## config.mk

```make
export PLATFORM = sky130hd
export DESIGN_NAME = shift_seq_ctrl_flat
export DESIGN_NICKNAME = d
export VERILOG_FILES = /design/src/rtl/shift_seq_ctrl_pkg.sv /design/src/rtl/shift_seq_ctrl_if.sv /design/src/rtl/shift_seq_ctrl.sv /design/src/flat_wrapper.sv
export SDC_FILE = /design/constraint.sdc
export NUM_CORES = 1
export LEC_CHECK = 0
export CAP_MARGIN = 15
export CELL_PAD_IN_SITES_DETAIL_PLACEMENT = 0
export CELL_PAD_IN_SITES_GLOBAL_PLACEMENT = 1
export CORE_ASPECT_RATIO = 0.9
export CORE_MARGIN = 2
export CORE_UTILIZATION = 32
export DETAILED_ROUTE_END_ITERATION = 6
export PLACE_DENSITY_LB_ADDON = 0.2
export SYNTH_ARGS = -nofsm -noshare
export SYNTH_HDL_FRONTEND = slang
export SYNTH_SLANG_ARGS = --single-unit
```

## constraint.sdc

```tcl
create_clock -name clk -period 4.85 [get_ports clk]
set_input_delay 0.7275 -clock clk [delete_from_list [all_inputs] [get_ports clk]]
set_output_delay 0.7275 -clock clk [all_outputs]
set_load 0.03 [all_outputs]
```

## src/rtl/shift_seq_ctrl_pkg.sv

```systemverilog
// rtl/shift_seq_ctrl_pkg.sv - shared types and constants for the multi-pass shift sequencer
package shift_seq_ctrl_pkg;

  typedef enum logic [1:0] {
    IDLE  = 2'd0,
    SHIFT = 2'd1,
    DONE  = 2'd2
  } state_t;

  localparam logic LR_RIGHT = 1'b0;
  localparam logic LR_LEFT  = 1'b1;
  localparam logic AL_LOGIC = 1'b0;
  localparam logic AL_ARITH = 1'b1;

  localparam int PASS_MAX_DEFAULT = 7;

  // Positions the shifter can take this pass: never more than remain, never more than pmax.
  function automatic logic [2:0] pass_amt(input int unsigned rem, input int unsigned pmax);
    return (rem < pmax) ? 3'(rem) : 3'(pmax);
  endfunction

endpackage

```

## src/rtl/shift_seq_ctrl_if.sv

```systemverilog
// rtl/shift_seq_ctrl_if.sv - command and result handshake bundle of the shift sequencer
interface shift_seq_ctrl_if #(
  parameter int AMT_W = 4
);
  logic             cmd_valid;
  logic             cmd_ready;
  logic [7:0]       cmd_data;
  logic [AMT_W-1:0] cmd_amt;
  logic             cmd_lr;
  logic             cmd_al;

  logic             res_valid;
  logic             res_ready;
  logic [7:0]       res_data;
  logic [AMT_W-1:0] res_passes;

  modport master (
    output cmd_valid, cmd_data, cmd_amt, cmd_lr, cmd_al, res_ready,
    input  cmd_ready, res_valid, res_data, res_passes
  );

  modport slave (
    input  cmd_valid, cmd_data, cmd_amt, cmd_lr, cmd_al, res_ready,
    output cmd_ready, res_valid, res_data, res_passes
  );
endinterface

```

## src/rtl/shift_seq_ctrl.sv

```systemverilog
// rtl/shift_seq_ctrl.sv - feeds an 8-bit barrel shifter one pass per cycle to reach large shift amounts
module shift_seq_ctrl
  import shift_seq_ctrl_pkg::*;
#(
  parameter int AMT_W    = 4,
  parameter int PASS_MAX = PASS_MAX_DEFAULT
) (
  input  logic                clk,
  input  logic                rst_n,
  shift_seq_ctrl_if.slave     bus,
  output logic [7:0]          sh_din,
  output logic [2:0]          sh_shamt,
  output logic                sh_lr,
  output logic                sh_al,
  input  logic [7:0]          sh_dout,
  output logic                busy
);

  state_t           state, state_n;
  logic [7:0]       acc;
  logic [AMT_W-1:0] rem;
  logic [AMT_W-1:0] passes;
  logic             lr, al;
  logic [2:0]       shamt;
  logic             cmd_ready, res_valid;

  always_ff @(posedge clk or negedge rst_n) begin
    if (!rst_n) begin
      state  <= IDLE;
      acc    <= '0;
      rem    <= '0;
      passes <= '0;
      lr     <= 1'b0;
      al     <= 1'b0;
    end else begin
      state <= state_n;
      case (state)
        IDLE: begin
          if (bus.cmd_valid) begin
            acc    <= bus.cmd_data;
            rem    <= bus.cmd_amt;
            lr     <= bus.cmd_lr;
            al     <= bus.cmd_al;
            passes <= '0;
          end
        end
        SHIFT: begin
          acc    <= sh_dout;
          rem    <= rem - AMT_W'(shamt);
          passes <= passes + AMT_W'(1);
        end
        default: ;
      endcase
    end
  end

  always_comb begin
    state_n   = state;
    cmd_ready = 1'b0;
    res_valid = 1'b0;
    shamt     = 3'd0;
    case (state)
      IDLE: begin
        cmd_ready = 1'b1;
        if (bus.cmd_valid)
          state_n = (bus.cmd_amt == '0) ? DONE : SHIFT;
      end
      SHIFT: begin
        shamt = pass_amt(int'(rem), PASS_MAX);
        if (rem == AMT_W'(shamt))
          state_n = DONE;
      end
      DONE: begin
        res_valid = 1'b1;
        if (bus.res_ready)
          state_n = IDLE;
      end
      default: state_n = IDLE;
    endcase
  end

  // Outside SHIFT the shifter sees a zero shift, so sh_dout simply mirrors acc.
  assign sh_din   = acc;
  assign sh_shamt = shamt;
  assign sh_lr    = lr;
  assign sh_al    = al;

  assign bus.cmd_ready  = cmd_ready;
  assign bus.res_valid  = res_valid;
  assign bus.res_data   = acc;
  assign bus.res_passes = passes;
  assign busy           = (state != IDLE);

endmodule

```

## src/flat_wrapper.sv

```systemverilog
// flat-port wrapper written by rule: the top's interface ports become plain ports
module shift_seq_ctrl_flat import shift_seq_ctrl_pkg::*;
#(
  parameter int AMT_W    = 4,
  parameter int PASS_MAX = PASS_MAX_DEFAULT
)
  (clk, rst_n, sh_din, sh_shamt, sh_lr, sh_al, sh_dout, busy, bus_cmd_valid, bus_cmd_data, bus_cmd_amt, bus_cmd_lr, bus_cmd_al, bus_res_ready, bus_cmd_ready, bus_res_valid, bus_res_data, bus_res_passes);
  shift_seq_ctrl_if #(.AMT_W(AMT_W)) bus_i ();
  input  logic clk;
  input  logic rst_n;
  output logic [7:0] sh_din;
  output logic [2:0] sh_shamt;
  output logic sh_lr;
  output logic sh_al;
  input  logic [7:0] sh_dout;
  output logic busy;
  input wire logic [$bits(bus_i.cmd_valid)-1:0] bus_cmd_valid;
  input wire logic [$bits(bus_i.cmd_data)-1:0] bus_cmd_data;
  input wire logic [$bits(bus_i.cmd_amt)-1:0] bus_cmd_amt;
  input wire logic [$bits(bus_i.cmd_lr)-1:0] bus_cmd_lr;
  input wire logic [$bits(bus_i.cmd_al)-1:0] bus_cmd_al;
  input wire logic [$bits(bus_i.res_ready)-1:0] bus_res_ready;
  output wire logic [$bits(bus_i.cmd_ready)-1:0] bus_cmd_ready;
  output wire logic [$bits(bus_i.res_valid)-1:0] bus_res_valid;
  output wire logic [$bits(bus_i.res_data)-1:0] bus_res_data;
  output wire logic [$bits(bus_i.res_passes)-1:0] bus_res_passes;
  assign bus_i.cmd_valid = bus_cmd_valid;
  assign bus_i.cmd_data = bus_cmd_data;
  assign bus_i.cmd_amt = bus_cmd_amt;
  assign bus_i.cmd_lr = bus_cmd_lr;
  assign bus_i.cmd_al = bus_cmd_al;
  assign bus_i.res_ready = bus_res_ready;
  assign bus_cmd_ready = bus_i.cmd_ready;
  assign bus_res_valid = bus_i.res_valid;
  assign bus_res_data = bus_i.res_data;
  assign bus_res_passes = bus_i.res_passes;
  shift_seq_ctrl #(.AMT_W(AMT_W), .PASS_MAX(PASS_MAX)) u_core (.clk(clk), .rst_n(rst_n), .bus(bus_i), .sh_din(sh_din), .sh_shamt(sh_shamt), .sh_lr(sh_lr), .sh_al(sh_al), .sh_dout(sh_dout), .busy(busy));
endmodule
```

# --- Word-level counts from Yosys, hierarchy flattened ---
# Index checks and enable logic that the tools add are counted.
# W data, S select, Z words.
totals:
  register_bits: 20
  out_inout_bits: 28
  input_bits: 26
  word_cells: 37
op_classes:
  mux: 15
  eq_ne: 6
  order_cmp: 1
  n_reduce_logical: 7
  add_sub_neg: 2
op_table:
  columns: ["op", "n"]
  rows:
  - ["$pmux W4 S2", 2]
  - ["$pmux W8 S2", 1]
  - ["$mux W2", 4]
  - ["$mux W4", 2]
  - ["$mux W8", 1]
  - ["$mux W3", 2]
  - ["$pmux W2 S3", 1]
  - ["$add A4 B1 Y4 const B", 1]
  - ["$eq A4 B3 Y1", 1]
  - ["$logic_not A4 Y1", 1]
  - ["$lt A4 B3 Y1 const B", 1]
  - ["$ne A2 B2 Y1 const B", 2]
  - ["$reduce_and A2 Y1", 2]
  - ["$reduce_bool A2 Y1", 2]
  - ["$sub A4 B3 Y4", 1]
  - ["$reduce_and A3 Y1", 1]
  - ["$eq A2 B1 Y1 const B", 1]
  - ["$eq A2 B2 Y1 const B", 1]
  - ["$logic_not A2 Y1", 1]
  - ["$mux W1", 2]
  - ["$ne A2 B1 Y1 const B", 1]

# --- Depth between registers and ports, before layout ---
depth:
  depth_word: 5
  mapped_depth: 10
  depth_no_buf: 8

# --- Worst setup path before layout ---
# Ideal clock, no wire load.
synth_timing:
  path_kind: "reg-to-reg"
  start: "register u_core.state[1]"
  end: "register u_core.rem[2]"
  path_buffers: 2
  required_ns: 4.727
  slack_ns: 2.771
  setup_ns: 0.123
  t_arrival_ns: 1.956
  synth_period_minus_slack_ns: 2.079
  stages_incl_launch_ff: 11
  cell_sequence: "dfrtp_1 > buf_4 > nor2b_4 > buf_2 > o21a_1 > ha_1 > inv_1 > ha_1 > inv_1 > a31oi_1 > o221a_2"
synth_via:
  elab_chain_len: 4
  word_cells_on_any_way: 8
  cone_classes: "add/sub (1); eq/ne (2); mux (2); reduce/logical (3)"
synth_lines:
  columns: ["item", "line_no", "text"]
  rows:
  - ["start: declaration", "shift_seq_ctrl.sv:19", "state_t state, state_n;"]
  - ["start signal: assignment", "shift_seq_ctrl.sv:36", "state <= state_n;"]
  - ["$eq A2 B1 Y1", "shift_seq_ctrl.sv:62", "case (state)"]
  - ["$mux W3", "shift_seq_ctrl.sv:62", null]
  - ["via sh_shamt[0]", "flat_wrapper.sv:12", "output logic [2:0] sh_shamt;"]
  - ["$sub A4 B3 Y4", "shift_seq_ctrl.sv:49", "rem <= rem - AMT_W'(shamt);"]
  - ["$pmux W4 S2", "shift_seq_ctrl.sv:37", "case (state)"]
  - ["end signal: assignment", "shift_seq_ctrl.sv:41", "rem <= bus.cmd_amt;"]
  - ["end signal: assignment", "shift_seq_ctrl.sv:49", null]
  - ["end: declaration", "shift_seq_ctrl.sv:21", "logic [AMT_W-1:0] rem;"]
# The timed path passes the listed nets, and every way through them passes these cells.
# A chain may end at the register's enable or synchronous reset.

# --- Worst setup path after layout ---
layout_timing:
  start: "register u_core.state[0]"
  end: "output port sh_shamt[0]"
layout_via:
  elab_chain_len: 2
layout_lines:
  columns: ["item", "line_no"]
  rows:
  - ["$eq A2 B1 Y1", "shift_seq_ctrl.sv:62"]
  - ["$mux W3", "shift_seq_ctrl.sv:62"]
  - ["end: declaration", "flat_wrapper.sv:12"]
# No other way between the ends.

==> results.md <==
* IO Port Bufs at 53
* VDD IR max at 0.319 mV
* Clock transition at path regs at 0.07 ns
* Seq cells post-synth at 20
* First-pass GRT wire length at 3.84 mm
* Status: finished clean
* Number of setup buffers added after CTS at 0
* Setup crit end kind: output port
* Final #Nets at 183
* Pin count of the biggest net entering global routing at 27
* Most common cell after layout, fill and taps aside: clkdlybuf4s50_1
* R2r setup slk at 2.46 ns
* CP bufs+invs at 1
* Post-CTS resize count at 0
* Leakage at 0.681 nW
* Hold_ws at 0.508 ns
* DR WL/cell at 12.4 um
* Sequential cell area at 500 um2
* Hold-fix buffers, CTS at 0
* Die area at 0.00408 mm2
* Antenna violations before repair at 0
* Post-DP Area at 0.00163 mm2
* Multi-input logic area at 529 um2
* Clock power frac at 0.111
* Sw power at 0.520 mW
* Post-synth top area share at 0.436
* Clock Skew at 0.00149 ns
* Synth cell types at 31
* Switching share of power at 0.453
* Max-slew violations at 0
* Placeable Area at 0.00340 mm2
* Vias/cell at 4.73
* Post-Synthesis Cells at 111
* Tot GR Track Use at 0.126
* Family with the most delay on the worst path: buffers and inverters
* Int Power at 0.629 mW
* Cells along the critical path: nor2b_4 -> o21a_1 -> clkdlybuf4s50_1
* IO Pins at 54
* GPL Wtd Cong at 0.696
* Crit-path slowest cell: clkdlybuf4s50_1
* Total Wirelength at 2.45 mm
* Data arrival, critical path at 2.37 ns
* Grt total ovfl at 0
* Die H at 60.8 um
* Worst Hold Class: reg2reg
* Max_cap viols at 0
* DP HPWL at 1.81 mm
* Antenna viol nets, final at 0
* Sequential share of power at 0.286
* Logic gate share of total power at 0.603
* Final Cycle Share at 0.639
* Max stage delay on crit path at 0.67 ns
* Die Width at 67.1 um
* Met3 wire len at 163 um
* Pwr per Cell Area at 682 mW/mm2
* Synthesis Warnings at 0
* Hold Fails Final Rpt at 0
* Leading post-synthesis cells by cell area: dfrtp_1, mux2i_1, buf_4
* Clock tree buffer depth at 2
* Slew HR at 0.381
* Min Tclk post-route at 3.10 ns
* Synthesis-to-finish area growth at 46.9%
* CP startpoint kind: flop
* Routed length on met1 at 1.07 mm
* Critical path fanouts, max at 22
* Cell Rows at 20
* Post-synthesis sequential area ratio at 0.436
* Worst-Skew Late Latency at 0.26 ns
* Fillers at 318
* Starting density of the core at 0.337
* DRC viols at 0
* Final Setup Violations at 0
* # diodes at 0
* Mean post-synth cell area at 10.3 um2
* Uppermost routed layer: met4
* Vias at 931
* Synthesized Nets at 140
* CTS tree: yes
* WS Path Type: reg2out
* Ratio of cells with drive above 1 in the final layout at 0.105
* Met2 routed WL at 1.20 mm
* TritonCTS Buffers at 3
* Unrepaired setup endpoints after global routing: false
* Root Driver: clkbuf_8
* Final instance area at 0.00169 mm2
* Vias in the first global route at 839
* Worst EP required at 4.12 ns
* CTS sink count at 20
* Synthesized area at 0.00115 mm2
* Post-route setup TNS at 0 ns
* Yosys top cell by area: dfrtp_1
* Maximum clock rate at 323 MHz
* 1st-iter DRT viols at 21
* Router iterations before antenna repair at 3
* Htree depth at 1
* Tightest Pin Transition at 0.925 ns
* Leading cell types in the layout, fill and taps excluded: clkdlybuf4s50_1, dfrtp_1, nand2_1, o21ai_0, mux2i_1
-- state kept, by name, indices dropped and copies added (netlist names) --
signal	flops
u_core.sh_lr	1
u_core.state	2
u_core.rem	4
u_core.bus.res_passes	4
u_core.bus.res_data	8
u_core.sh_al	1
-- power groups by stage --
stage	logic (mW)	registers [mW]	clock network, mW
floorplan	0.420	0.395	0
global placement	0.697	0.327	0
detailed placement	0.700	0.334	0
CTS	0.703	0.331	0.131
global route	0.746	0.346	0.141
finish	0.692	0.329	0.128
-- worst register-to-register path: stages (launching register included) --
cell     delay, ns
dfrtp_1       0.58
nor2b_4       0.61
o21a_1        0.24
ha_1          0.17
inv_1         0.06
ha_1          0.19
inv_1         0.05
a31oi_1       0.07
o221a_2       0.30
-- layer usage --
metal | GRT usage | vias up
li1 | - | 461
met1 | 0.164 | 437
met2 | 0.201 | 31
met3 | 0.0445 | 2
met4 | 0.0350 | 0
met5 | 0 | -
-- cell families after synthesis --
| logic type | count (synthesis) | share of synthesized area |
|---|---|---|
| adders and majority gates | 3 | 0.0327 |
| and+or+nand+nor | 29 | 0.148 |
| muxes | 14 | 0.128 |
| AOI/OAI and AO/OA | 25 | 0.145 |
| DFF | 20 | 0.436 |
| buffers and inverters | 19 | 0.102 |
| xor gates and xnor gates | 1 | 0.00763 |
-- area by class of cell --
type / count / share of cell area
inverter: 4 / 0.00891
clock buffer: 4 / 0.0327
sequential: 20 / 0.297
timing repair buffer: 53 / 0.315
tap: 44 / 0.0327
multi-input combinational: 72 / 0.314
-- cell usage after synthesis --
master and count:
nand3_1 2, mux2_2 5, nor2_1 2, a21oi_1 1
dfrtp_1 20, o21a_1 3, o21bai_2 1, nand3b_1 2
nor3b_1 1, or2_2 1, o221a_2 1, or4_4 1
mux2i_1 9, o31a_1 1, nand2_1 13, xnor2_1 1
inv_1 4, a22o_1 3, buf_6 1, buf_2 1
nor2b_4 1, nor3b_2 2, o21ai_1 1, ha_1 3
a31oi_1 1, nor2b_1 3, buf_4 10, a221o_1 1
o21ai_0 12, clkbuf_1 3, nand2b_1 1
-- path summary, 6_finish.rpt --
kind	endpoint	depth (start not counted)	start
worst max-delay path	sh_shamt[0]	3	u_core.state[0]$_DFFE_PN0P_
worst min-delay path	u_core.bus.res_data[2]$_DFFE_PN0P_	2	u_core.bus.res_data[2]$_DFFE_PN0P_
worst max register to register	u_core.rem[2]$_DFFE_PN0P_	8	u_core.state[0]$_DFFE_PN0P_
worst min register to register	u_core.bus.res_data[2]$_DFFE_PN0P_	2	u_core.bus.res_data[2]$_DFFE_PN0P_
max in group asynchronous	u_core.bus.res_data[1]$_DFFE_PN0P_	1	rst_n
min in group asynchronous	u_core.rem[3]$_DFFE_PN0P_	1	rst_n
-- stage by stage --
| step | total power, mW | cells | utilization | setup WS (ns) |
|---|---|---|---|---|
| 2_1_floorplan | 0.815 | 111 | - | 2.77 |
| 4_1_cts | 1.16 | 197 | 0.495 | 1.73 |
| 3_3_place_gp | 1.02 | 193 | 0.479 | 2.08 |
| 6_report | 1.15 | 197 | 0.495 | 1.75 |
| 5_1_grt | 1.23 | 197 | 0.495 | 1.59 |
| 3_5_place_dp | 1.03 | 193 | 0.479 | 2.04 |
Note: power is estimated with default switching activity, not from simulation.
